--- src/rtl/uart_cmd_parser.sv ---
// uart_cmd_parser: turns framed host commands from the UART receiver into
// single-byte EEPROM read/write operations. Optional inter-byte timeout is
// built only when CMD_TIMEOUT_EN is defined.
//
// Frame: HEADER, CMD (01 = WR, 02 = RD), ADDR, LEN, DATA[LEN] (WR only), CHK.
// CHK is the XOR of CMD, ADDR, LEN and every DATA byte. Write payload is
// buffered and nothing is issued until the checksum has been confirmed, so a
// corrupted frame never reaches the EEPROM controller.
module uart_cmd_parser #(
  parameter int         MAX_LEN = 16,
  parameter logic [7:0] HEADER  = 8'hA5,
  parameter int         TIMEOUT = 50000
) (
  input  logic       clk,
  input  logic       rst_n,
  input  logic [7:0] rx_data,
  input  logic       rx_vld,
  output logic       op_vld,
  input  logic       op_rdy,
  output logic       op_rw,
  output logic [7:0] op_addr,
  output logic [7:0] op_wdata,
  output logic       busy,
  output logic       done,
  output logic       err,
  output logic [1:0] err_code
);

  // Operation counter must hold the value LEN itself (1..MAX_LEN).
  localparam int CW = $clog2(MAX_LEN + 1);
  // Buffer index only needs to address entries 0..MAX_LEN-1.
  localparam int AW = (MAX_LEN > 1) ? $clog2(MAX_LEN) : 1;

  localparam logic [7:0] CMD_WR    = 8'h01;
  localparam logic [7:0] CMD_RD    = 8'h02;
  localparam logic [7:0] MAX_LEN_B = 8'(MAX_LEN);

  localparam logic [1:0] ERR_CHK = 2'd0;
  localparam logic [1:0] ERR_CMD = 2'd1;
  localparam logic [1:0] ERR_LEN = 2'd2;
  localparam logic [1:0] ERR_TMO = 2'd3;

  typedef enum logic [2:0] {
    S_IDLE  = 3'd0,
    S_CMD   = 3'd1,
    S_ADDR  = 3'd2,
    S_LEN   = 3'd3,
    S_DATA  = 3'd4,
    S_CHK   = 3'd5,
    S_ISSUE = 3'd6
  } state_t;

  // ---------------------------------------------------------------------
  // State
  // ---------------------------------------------------------------------
  state_t         state_q;
  logic           rw_q;          // 1 = read frame
  logic [7:0]     addr_q;        // start address from the frame
  logic [CW-1:0]  len_q;         // operation count from the frame
  logic [CW-1:0]  idx_q;         // payload index while parsing, op index while issuing
  logic [7:0]     chk_q;         // running XOR of the frame body

  logic           op_vld_q;
  logic           op_rw_q;
  logic [7:0]     op_addr_q;
  logic [7:0]     op_wdata_q;
  logic           busy_q;
  logic           done_q;
  logic           err_q;
  logic [1:0]     err_code_q;

  // Write payload; contents are don't-care outside a WR frame so no reset.
  logic [7:0]     buf_q [0:MAX_LEN-1];

  // ---------------------------------------------------------------------
  // Next-state helpers
  // ---------------------------------------------------------------------
  logic [CW-1:0]  idx_inc_d;
  logic           idx_last_d;
  logic [7:0]     chk_nxt_d;
  logic           cmd_ok_d;
  logic           len_bad_d;
  logic [7:0]     buf_nxt_d;
  logic           tmo_hit_d;

  assign idx_inc_d  = idx_q + 1'b1;
  assign idx_last_d = (idx_inc_d == len_q);
  assign chk_nxt_d  = chk_q ^ rx_data;
  assign cmd_ok_d   = (rx_data == CMD_WR) || (rx_data == CMD_RD);
  assign len_bad_d  = (rx_data == 8'd0) || (rx_data > MAX_LEN_B);
  // Payload byte for the operation after the one being accepted; only used
  // when that operation exists, so the index is always in range.
  assign buf_nxt_d  = buf_q[idx_inc_d[AW-1:0]];

  // ---------------------------------------------------------------------
  // Optional inter-byte timeout
  // ---------------------------------------------------------------------
`ifdef CMD_TIMEOUT_EN
  localparam int TW = (TIMEOUT > 1) ? $clog2(TIMEOUT + 1) : 1;

  logic [TW-1:0] tmo_q;
  logic          in_parse_d;

  assign in_parse_d = (state_q == S_CMD)  || (state_q == S_ADDR) ||
                      (state_q == S_LEN)  || (state_q == S_DATA) ||
                      (state_q == S_CHK);
  assign tmo_hit_d  = in_parse_d && !rx_vld && (tmo_q == TW'(TIMEOUT - 1));

  // Count idle cycles between bytes while a frame is being parsed.
  always_ff @(posedge clk or negedge rst_n) begin
    if (!rst_n) begin
      tmo_q <= '0;
    end else if (!in_parse_d || rx_vld || tmo_hit_d) begin
      tmo_q <= '0;
    end else begin
      tmo_q <= tmo_q + 1'b1;
    end
  end
`else
  // Without the timeout the parser waits indefinitely for the next byte.
  assign tmo_hit_d = 1'b0;
`endif

  // ---------------------------------------------------------------------
  // Payload buffer
  // ---------------------------------------------------------------------
  // Capture write payload bytes in arrival order.
  always_ff @(posedge clk) begin
    if ((state_q == S_DATA) && rx_vld) begin
      buf_q[idx_q[AW-1:0]] <= rx_data;
    end
  end

  // ---------------------------------------------------------------------
  // Parser / issue FSM
  // ---------------------------------------------------------------------
  // Frame parsing, checksum verification and operation handshake.
  always_ff @(posedge clk or negedge rst_n) begin
    if (!rst_n) begin
      state_q    <= S_IDLE;
      rw_q       <= 1'b0;
      addr_q     <= 8'd0;
      len_q      <= '0;
      idx_q      <= '0;
      chk_q      <= 8'd0;
      op_vld_q   <= 1'b0;
      op_rw_q    <= 1'b0;
      op_addr_q  <= 8'd0;
      op_wdata_q <= 8'd0;
      busy_q     <= 1'b0;
      done_q     <= 1'b0;
      err_q      <= 1'b0;
      err_code_q <= 2'd0;
    end else begin
      // done and err are single-cycle pulses.
      done_q <= 1'b0;
      err_q  <= 1'b0;

      if (tmo_hit_d) begin
        // Host went quiet mid-frame: drop the partial frame.
        state_q    <= S_IDLE;
        busy_q     <= 1'b0;
        err_q      <= 1'b1;
        err_code_q <= ERR_TMO;
      end else begin
        case (state_q)
          S_IDLE: begin
            // Anything other than the header is line noise and is ignored.
            if (rx_vld && (rx_data == HEADER)) begin
              state_q <= S_CMD;
              busy_q  <= 1'b1;
              chk_q   <= 8'd0;
              idx_q   <= '0;
            end
          end

          S_CMD: begin
            if (rx_vld) begin
              if (cmd_ok_d) begin
                state_q <= S_ADDR;
                rw_q    <= (rx_data == CMD_RD);
                chk_q   <= chk_nxt_d;
              end else begin
                state_q    <= S_IDLE;
                busy_q     <= 1'b0;
                err_q      <= 1'b1;
                err_code_q <= ERR_CMD;
              end
            end
          end

          S_ADDR: begin
            if (rx_vld) begin
              state_q <= S_LEN;
              addr_q  <= rx_data;
              chk_q   <= chk_nxt_d;
            end
          end

          S_LEN: begin
            if (rx_vld) begin
              if (len_bad_d) begin
                state_q    <= S_IDLE;
                busy_q     <= 1'b0;
                err_q      <= 1'b1;
                err_code_q <= ERR_LEN;
              end else begin
                // Range check above guarantees the value fits in CW bits.
                len_q   <= rx_data[CW-1:0];
                chk_q   <= chk_nxt_d;
                idx_q   <= '0;
                state_q <= rw_q ? S_CHK : S_DATA;
              end
            end
          end

          S_DATA: begin
            // A HEADER-valued byte here is ordinary payload, not a resync.
            if (rx_vld) begin
              chk_q <= chk_nxt_d;
              if (idx_last_d) begin
                idx_q   <= '0;
                state_q <= S_CHK;
              end else begin
                idx_q <= idx_inc_d;
              end
            end
          end

          S_CHK: begin
            if (rx_vld) begin
              if (rx_data == chk_q) begin
                state_q <= S_ISSUE;
                idx_q   <= '0;
              end else begin
                state_q    <= S_IDLE;
                busy_q     <= 1'b0;
                err_q      <= 1'b1;
                err_code_q <= ERR_CHK;
              end
            end
          end

          S_ISSUE: begin
            // Incoming bytes are dropped here; only the handshake matters.
            if (!op_vld_q) begin
              // First cycle in ISSUE: present operation 0.
              op_vld_q   <= 1'b1;
              op_rw_q    <= rw_q;
              op_addr_q  <= addr_q;
              op_wdata_q <= rw_q ? 8'd0 : buf_q[0];
            end else if (op_rdy) begin
              if (idx_last_d) begin
                op_vld_q   <= 1'b0;
                op_rw_q    <= 1'b0;
                op_addr_q  <= 8'd0;
                op_wdata_q <= 8'd0;
                idx_q      <= '0;
                busy_q     <= 1'b0;
                done_q     <= 1'b1;
                state_q    <= S_IDLE;
              end else begin
                // Back-to-back: next operation is presented immediately.
                idx_q      <= idx_inc_d;
                op_addr_q  <= op_addr_q + 8'd1;
                op_wdata_q <= op_rw_q ? 8'd0 : buf_nxt_d;
              end
            end
          end

          default: begin
            state_q  <= S_IDLE;
            busy_q   <= 1'b0;
            op_vld_q <= 1'b0;
          end
        endcase
      end
    end
  end

  assign op_vld   = op_vld_q;
  assign op_rw    = op_rw_q;
  assign op_addr  = op_addr_q;
  assign op_wdata = op_wdata_q;
  assign busy     = busy_q;
  assign done     = done_q;
  assign err      = err_q;
  assign err_code = err_code_q;

endmodule

--- config.mk ---
export PLATFORM = sky130hd
export DESIGN_NAME = uart_cmd_parser
export DESIGN_NICKNAME = d
export VERILOG_FILES = /design/src/rtl/uart_cmd_parser.sv
export SDC_FILE = /design/constraint.sdc
export NUM_CORES = 1
export LEC_CHECK = 0
export CAP_MARGIN = 25
export CORE_MARGIN = 8
export CORE_UTILIZATION = 55
export DETAILED_ROUTE_END_ITERATION = 6
export PLACE_DENSITY = 0.7
export SYNTH_ARGS = -nofsm -noshare
export SYNTH_HDL_FRONTEND = slang
export SYNTH_SLANG_ARGS = --single-unit
export TNS_END_PERCENT = 1
--- constraint.sdc ---
create_clock -name clk -period 4.7 [get_ports clk]
set_input_delay 1.41 -clock clk [delete_from_list [all_inputs] [get_ports clk]]
set_output_delay 1.41 -clock clk [all_outputs]
set_load 0.05 [all_outputs]
==> impl_metrics.json <==
{
  "outcome": "completed",
  "synth_cell_types": 58,
  "nets": 601,
  "syn_nets": 548,
  "worstPathArrival_ps": 4210,
  "io_pins": 35,
  "cts_setup_buffers": 0,
  "grt_overflow_total": 0,
  "area_delta_synth_final_pct": 15.7,
  "antenna_found_initial": 0,
  "async_flop_share": 0.293,
  "cts_root_buf": "clkbuf_16",
  "ant_nets": 0,
  "clk_pin_slew_ps": 70,
  "drc": 0,
  "cts_buffer_depth": 2,
  "synth_cells": 531,
  "synth_top_area_cell": "edfxtp_1",
  "dpl.cell_count": 748,
  "crit_chain": "clkdlybuf4s50_1 > nand4b_1 > a2111oi_4 > o32a_2 > or4b_1 > nand2b_4 > o21ai_0",
  "syn_area_um2": 7960,
  "setup_violations": 0,
  "cts_sinks": 181,
  "dpl.hpwl_um": 12000,
  "dr.pass1.iters": 5,
  "leakagePower_nw": 3.24,
  "wl_per_cell_um": 23.0,
  "dieArea_um2": 18600,
  "slowest_stage": "clkdlybuf4s50_1",
  "holdCritPathClass": "reg -> reg",
  "grt_pass1_wl_um": 28200,
  "track_usage": 0.206,
  "final_core_util": 0.643,
  "ys.warnings.count": 0,
  "grt_pass1_vias": 4879,
  "num_rows": 44,
  "portBuffers": 34,
  "start_util": 0.556,
  "drv_cap": 0,
  "hold_viol": 0,
  "synth.yosys.seq_area_share": 0.649,
  "h-tree-depth": 4,
  "finalSetupTns_ps": 0,
  "hold_buffers": 0,
  "worst_setup_path_end_kind": "register",
  "fin_worst_skew_ps": 11.5,
  "drt-initial-drc-count": 496,
  "synthFlopType": "edfxtp_1",
  "tritoncts": "yes",
  "worstSetupStartpointType": "input pin",
  "synth_top_area_share": 0.483,
  "grt_start_max_net_pins": 40,
  "fin_cells": 781,
  "routed_wl_um": 17900,
  "cp_top_family": "simple AND/OR/NAND/NOR gates",
  "ys_ff_latch": 181,
  "path_buf_inv": 1,
  "synth_area_per_cell_um2": 15.0,
  "fp.dieW_um": 136,
  "p_per_area_nw_per_um2": 531,
  "vias": 4812,
  "synth_edf_count": 128,
  "vdd_ir_drop_max_mv": 0.270,
  "routabilityCongestion": 0.878,
  "drive_gt1_frac": 0.229,
  "finalMaxSlewViolations": 0,
  "worst_pin_slew_ps": 887,
  "design.core.area_um2": 14300,
  "numCtsBuffers": 17,
  "max-slew-margin-rel": 0.407,
  "cp.required_ps": 5040,
  "fmax_mhz": 258,
  "fin_crit_ps": 3870,
  "period_share": 0.823,
  "vias_per_cell": 6.16,
  "synth_area_leaders": "edfxtp_1 (48%), dfrtp_1 (17%), mux4_2 (11%)",
  "insertion_delay_ps": 440,
  "die_y_um": 136,
  "rsz0062_at_grt": "false",
  "critPathKind": "in -> reg",
  "diodes": 0,
  "cts_resized": 0,
  "critPathMaxStageDelay_ps": 910,
  "path_max_fanout": 12,
  "p_total_mw": 4.89
}
-- routing by layer --
metal,vias to the layer above,wire [um],part of all wire,track usage
met3,22,1010,0.056,0.0440
met5,-,0,0,0
met4,0,286,0.016,0.0696
met2,176,8930,0.50,0.328
met1,2478,7700,0.43,0.278
li1,2136,-,-,-
-- stage by stage --
stage	hold WS (ps)	setup WS (ps)	instance area, um2
floorplan	469	1310	7960
global placement	493	520	8590
detailed placement	493	455	8590
CTS	510	884	9190
global route	524	715	9210
finish	505	830	9210
-- sequential cells by signal, summed over array words and instances, names as in the netlist --
| name | count |
|---|---|
| err_code | 2 |
| busy | 1 |
| len_q | 5 |
| op_rw | 1 |
| op_addr | 8 |
| state_q | 3 |
| rw_q | 1 |
| done | 1 |
| idx_q | 5 |
| chk_q | 8 |
| addr_q | 8 |
| buf_q | 128 |
| op_wdata | 8 |
| op_vld | 1 |
| err | 1 |
-- final timing paths --
| kind | cells after the start | end | start | slack (ps) |
|---|---|---|---|---|
| worst max-delay path | 7 | idx_q[3] | rx_data[2] | 830 |
| worst min-delay path | 1 | busy | busy | 510 |
| worst max register to register | 7 | state_q[2] | idx_q[0] | 1650 |
| worst min register to register | 1 | busy | busy | 510 |
| max in group asynchronous | 3 | op_wdata[3] | rst_n | 3300 |
| min in group asynchronous | 2 | op_rw | rst_n | 940 |
-- cells by family after synthesis --
family          count (synthesis)  synth area share
fa+ha+maj                       5           0.00786
compound gates                 94            0.0732
xor+xnor                       19            0.0236
flops                         181             0.649
simple gates                  137            0.0883
buf+inv                        40            0.0236
mux                            55             0.134
-- cells in the mapped netlist, types with 2 or more instances --
library cell / number
clkbuf_1: 14
nand2b_4: 2
xor2_1: 11
o21ai_0: 39
dfrtp_1: 53
a311oi_1: 2
or2_2: 4
o21a_1: 2
nand2b_1: 8
a21o_1: 2
and2_1: 3
buf_2: 8
nor2_1: 45
ha_1: 5
or3b_2: 8
o221ai_1: 2
inv_1: 11
a22oi_1: 7
and3_1: 3
mux4_2: 40
nand3_1: 5
a21oi_1: 27
or2b_1: 2
xnor2_1: 6
nor3_1: 13
nand2_1: 30
buf_4: 3
mux2_2: 14
o32ai_1: 2
edfxtp_1: 128
nor4_1: 4
buf_6: 2
-- worst register-to-register path, cell delays in order, from the launching register on --
cell,delay (ps)
dfrtp_2,600
buf_4,510
and3_1,300
xnor3_1,220
and4_1,310
nor3b_1,630
or2_2,250
o21ai_0,100
-- cells in the final DEF (no fill, tap or decap), types with 3 or more instances in the layout --
cell type	Yosys	layout
edfxtp_1	128	128
dfrtp_1	53	52
nor2_1	45	45
mux4_2	40	40
o21ai_0	39	38
clkdlybuf4s50_1	0	33
nand2_1	30	30
buf_4	3	28
a21oi_1	27	27
clkbuf_16	0	17
mux2_2	14	14
nor3_1	13	13
inv_1	11	11
xor2_1	11	11
nand2b_1	8	8
or3b_2	8	8
a22oi_1	7	7
xnor2_1	6	6
nand3_1	5	5
ha_1	5	5
nor4_1	4	4
or2_2	4	4
inv_6	0	4
clkinv_4	0	4
and3_1	3	3
and2_1	3	3
-- layout make-up --
| cell class | instances | area (um2) |
|---|---|---|
| Clock buffer | 17 | 425 |
| Clock inverter | 15 | 170 |
| Fill cell | 1037 | 5100 |
| Inverter | 11 | 41.3 |
| Multi-Input combinational cell | 310 | 2610 |
| Sequential cell | 181 | 5170 |
| Tap cell | 184 | 230 |
| Timing Repair Buffer | 63 | 566 |
-- report_power, final --
group          switching (mW)  internal (mW)
clock                   0.627          0.797
sequential              0.195           1.88
combinational           0.801          0.584
No activity file was read; power rests on OpenSTA's default activity.
==> patch 1 (config.mk and constraints unchanged) <==
Register the output `err` once more; this adds one clock of latency there. The other outputs are not delayed to match. Comments in the files are not updated.
--- a/src/rtl/uart_cmd_parser.sv
+++ b/src/rtl/uart_cmd_parser.sv
@@ -284,7 +284,9 @@
   assign op_wdata = op_wdata_q;
   assign busy     = busy_q;
   assign done     = done_q;
-  assign err      = err_q;
+  always_ff @(posedge clk) begin
+    err <= err_q;
+  end
   assign err_code = err_code_q;
 
 endmodule
Function: changed (Yosys sat finds a counterexample within 4 cycles, from zero or initial values and one cycle with rst_n low).
==> patch 1 against the original RTL <==
- core utilization rose by 1.1 points
- first-iteration DRC count rose by 9.7%
- sequential cell count rose by 1
- register-to-register slack got worse by 0.45 ns
- die area rose by 1.2%
- total power fell by 0.74%
- clock skew fell by 0.0031 ns
- cell area rose by 2.5%
- routed wire length rose by 9.0%
- sequential power fell by 5%
- area after synthesis rose by 1.4%
- count of clock-buffer cells in the layout rose by 1
- worst setup slack improved by 0.066 ns
- highest routed layer unchanged
==> patch 1: results (changes against the original RTL) <==
* Clk power at 1510 µW (+6%)
* DRT Pass-1 Iters at 5 (unchanged)
* Largest register FFs at 128 (unchanged)
* Worst vdd ir at 0.307 mV (+14%)
* # diodes at 0 (unchanged)
* Layout Skew at 0.00848 ns (-0.00306 ns)
* Met2 wire length at 9.73 mm (+8.9%)
* XOR/XNOR Fraction of Synth Area at 0.0214 (-0.00218)
* Routing usage on met3 at 0.0411 (-0.00286)
* GRT Util Overall at 0.221 (+0.0145)
* Clk_lat worst skew at 0.44 ns (about the same)
* Post-synth ARST share at 0.291 (-0.00161)
* Worst Path Arrival at 4.17 ns (-0.04 ns)
* Run status: finished clean
* Combinational power at 1370 µW
* Met2 Usage GRT at 0.351 (+0.0228)
* Area after DPL at 8810 µm² (+2.6%)
* Routed vias/inst at 6.37 (+3.4%)
* Crit path max fanout at 13 (+1)
* Post-Layout Cell Count at 795 (+1.8%)
* Synth area leaders: edfxtp_1, dfrtp_1, mux4_2, nor2_1, mux2_2
* GR Util met1 at 0.292 (+0.0141)
* Routability Congestion at 0.917 (+4.4%)
* Post-synthesis compound-gate area fraction at 0.0784 (+0.00521)
* Met1 wire length at 8.23 mm (+7.0%)
* Power Internal at 3350 µW (+2.6%)
* Synth top cells by count: edfxtp_1, dfrtp_1, nor2_1
* HP Class: register to register
* Final net count at 615 (+2.3%)
* Number of remaining DRC errors at 0 (unchanged)
* Mux contribution to synthesized area at 0.135 (+0.000825)
* Number of post-CTS setup repair buffers at 0 (unchanged)
* Vias in the first global route at 5,102 (+4.6%)
* Largest net degree at the start of global routing at 39 (-2.5%)
* Drt first-iter violations at 544 (+9.7%)
* Routed WL per cell at 24.6 µm (+7.1%)
* Post_cts resized at 0 (unchanged)
* Syn nets at 548 (unchanged)
* Leak at 0.00331 µW (+2.2%)
* Post-synthesis cell type count at 66 (+14%)
* Crit-path max cell delay at 0.90 ns
* Placed insts at 763 (+2.0%)
* CP max stage cell: clkdlybuf4s50_1
* Layout cells sized above 1 at 0.237 (+0.00784)
* Wire length on met3 at 1.05 mm (+4.9%)
* First-pass GRT wire length at 30.2 mm (+6.9%)
* Hpwl dp at 13.1 mm (+9.9%)
* Tightest Pin Transition at 0.899 ns (+0.0122 ns)
* Sequential-to-total area share from yosys stat at 0.643 (-0.00628)
* CP top delay family: compound AO/OA/AOI/OAI gates
* Post-Synth Adder-Cell Area at 0.00899 (+0.00113)
* Setup WS pre-CTS at 0.512 ns (+0.0575 ns)
* Tot Pwr at 4850 µW (-0.74%)
patch 1: cell types whose count changed after synthesis, sizes merged, moves of 5 or more:
cell / change
o31ai: +13
o21ai: -15
clkbuf: -6
or3: +6
or3b: -9
xor2: -8
a21oi: -17
nor3: +5
a221oi: +8
patch 1: worst paths after layout:
path / start / cells past startpoint / end / slack, ns
hold reg to reg: err_q / 0 / err / 0.35
min in group asynchronous: rst_n / 1 / op_addr[5] / 0.96
hold / removal: err_q / 0 / err / 0.35
setup reg to reg: idx_q[0] / 8 / op_wdata[1] / 1.20
max in group asynchronous: rst_n / 2 / idx_q[0] / 2.89
setup / recovery: rx_data[2] / 6 / idx_q[4] / 0.90
patch 1: final cells by class:
type	instances	area (µm²)
sequential	182	5190
inverter	11	41.3
timing repair buffer	75	656
clock inverter	14	198
multi-input combinational	311	2700
tap	184	230
clock buffer	18	429
fill	997	4980
==> patch 2 (same settings) <==
Without the edit above. `MAX_LEN`: 16 -> 8.
--- a/src/rtl/uart_cmd_parser.sv
+++ b/src/rtl/uart_cmd_parser.sv
@@ -7,7 +7,7 @@
 // buffered and nothing is issued until the checksum has been confirmed, so a
 // corrupted frame never reaches the EEPROM controller.
 module uart_cmd_parser #(
-  parameter int         MAX_LEN = 16,
+  parameter int         MAX_LEN = 8,
   parameter logic [7:0] HEADER  = 8'hA5,
   parameter int         TIMEOUT = 50000
 ) (
Function: changed (a bounded check fails within 10 cycles, from zero or initial values and one cycle with rst_n low).
==> patch 2 against the original RTL <==
- sequential cell count shrank 66
- routed wire length decreased by 35%
- area after synthesis is 34% lower
- global-route usage shrank 1.5 points
- total power fell by 36%
- cell area fell by 31%
- worst setup slack gained 0.23 ns
- hold slack worse by 0.023 ns
==> patch 2: results (changes against the original RTL) <==
* Largest register FFs at 64 (-50%)
* Yosys warns at 0 (unchanged)
* Number of post-CTS setup repair buffers at 0 (unchanged)
* Drt first-iter violations at 329 (-34%)
* # diodes at 0 (unchanged)
* First-pass GRT wire length at 18.7 mm (-34%)
* Crit-path max cell delay at 0.74 ns (-0.17 ns)
* Mux contribution to synthesized area at 0.104 (-0.0306)
* Worst Path Arrival at 4.06 ns (-0.15 ns)
* Vias in the first global route at 3,493 (-28%)
* Slew Limit Headroom at 0.434 (+0.0274)
* Run status: finished clean
* PortBufs at 34 (unchanged)
* Leak at 0.00235 µW (-28%)
* Antenna violations before repair at 0 (unchanged)
* Synth area leaders: edfxtp_1, dfrtp_1, mux4_2, mux2_2, nand2_1
* Hold Path Origin: op_wdata[1]
* Post-Synth Adder-Cell Area at 0.00473 (-0.00313)
* TritonCTS Buffers at 17 (unchanged)
* Post-synth EDFFs at 64 (-50%)
* Clock Root Buffer: clkbuf_8
* HP Class: register to register
* Synth Flop Type: edfxtp_1
* Routed WL per cell at 19.2 µm (-16%)
* CP top delay family: simple AND/OR/NAND/NOR gates
* Crit path launch: rx_data[5]
* Post-synthesis compound-gate area fraction at 0.110 (+0.0372)
* CTS H-tree lvls at 4 (unchanged)
* CP max stage cell: clkdlybuf4s50_1
* Clock-pin slew on the worst setup and hold paths at 0.05 ns (-0.02 ns)
* Layout cells sized above 1 at 0.168 (-0.0611)
* Post-synthesis cell type count at 50 (-14%)
* Routability Congestion at 0.832 (-5.3%)
* DR vias at 3,576 (-26%)
* Crit path max fanout at 14 (+2)
* Layout Skew at 0.00875 ns (-0.00279 ns)
* Syn nets at 437 (-20%)
* Final net count at 482 (-20%)
* Reg2reg start: state_q[2]
* Largest net degree at the start of global routing at 52 (+30%)
* XOR/XNOR Fraction of Synth Area at 0.0307 (+0.00718)
* Sequential-to-total area share from yosys stat at 0.605 (-0.0447)
* DRT Pass-1 Iters at 4 (-1)
* Hpwl dp at 7.74 mm (-35%)
* Fillcell total at 674 (-35%)
* GRT Util Overall at 0.191 (-0.0154)
* Clk_lat worst skew at 0.51 ns (+0.07 ns)
* Worst vdd ir at 0.257 mV (-4.7%)
* Post_cts resized at 0 (unchanged)
* Post-synth ARST share at 0.443 (+0.151)
* CTS Buffer Depth at 2 (unchanged)
* Setup WS pre-CTS at 0.622 ns (+0.167 ns)
* Synth top cells by count: edfxtp_1, dfrtp_1, nand2_1
patch 2: worst register-to-register path: cells and delay by family, from the launching register on:
kind	cells	cell delay, ns
compound gates	1	0.15
flops	1	0.69
mux	1	0.35
simple gates	4	1.17
patch 2: per-layer routing:
metal,global-route usage,share of wire,vias up
met5,0,0,-
met4,0.0905,0.012,0
met3,0.0348,0.048,17
met2,0.293,0.49,94
met1,0.258,0.45,1803
li1,-,-,1662
patch 2: power by group:
part           internal, µW  switching, µW
Clock                   797            428
Combinational           255            352
Sequential             1170            107
Total                  2220            886
patch 2: area by class of cell:
type	instances	area, µm²	share of cell area
clock inverters	12	139	0.0218
flip-flops and latches	115	3200	0.502
clock buffers	20	425	0.0668
multi-input cells	280	1980	0.311
well taps	129	161	0.0254
repair buffers	46	433	0.0680
inverters	8	30.0	0.00472
patch 2: logic make-up after synthesis:
| group | after synthesis |
|---|---|
| AOI/OAI and AO/OA | 99 |
| xor gates and xnor gates | 17 |
| adders and majority gates | 2 |
| buffers and inverters | 28 |
| DFF | 115 |
| muxes | 33 |
| and+or+nand+nor | 129 |
patch 2: path summary, 6_finish.rpt:
check / to / slack (ns) / cells past startpoint
max: chk_q[1] / 1.06 / 7
min: op_wdata[1] / 0.48 / 2
max reg2reg: err_code[1] / 2.23 / 6
min reg2reg: op_wdata[1] / 0.48 / 2
max in group asynchronous: len_q[2] / 3.23 / 2
min in group asynchronous: addr_q[6] / 1.03 / 2
patch 2: stage by stage:
step	hold slack (ns)	area [µm²]	std cells
after floorplan	0.469	5290	423
after global placement	0.462	5790	577
after detailed placement	0.474	5790	577
after CTS	0.486	6350	609
after global routing	0.523	6370	610
final	0.483	6370	610
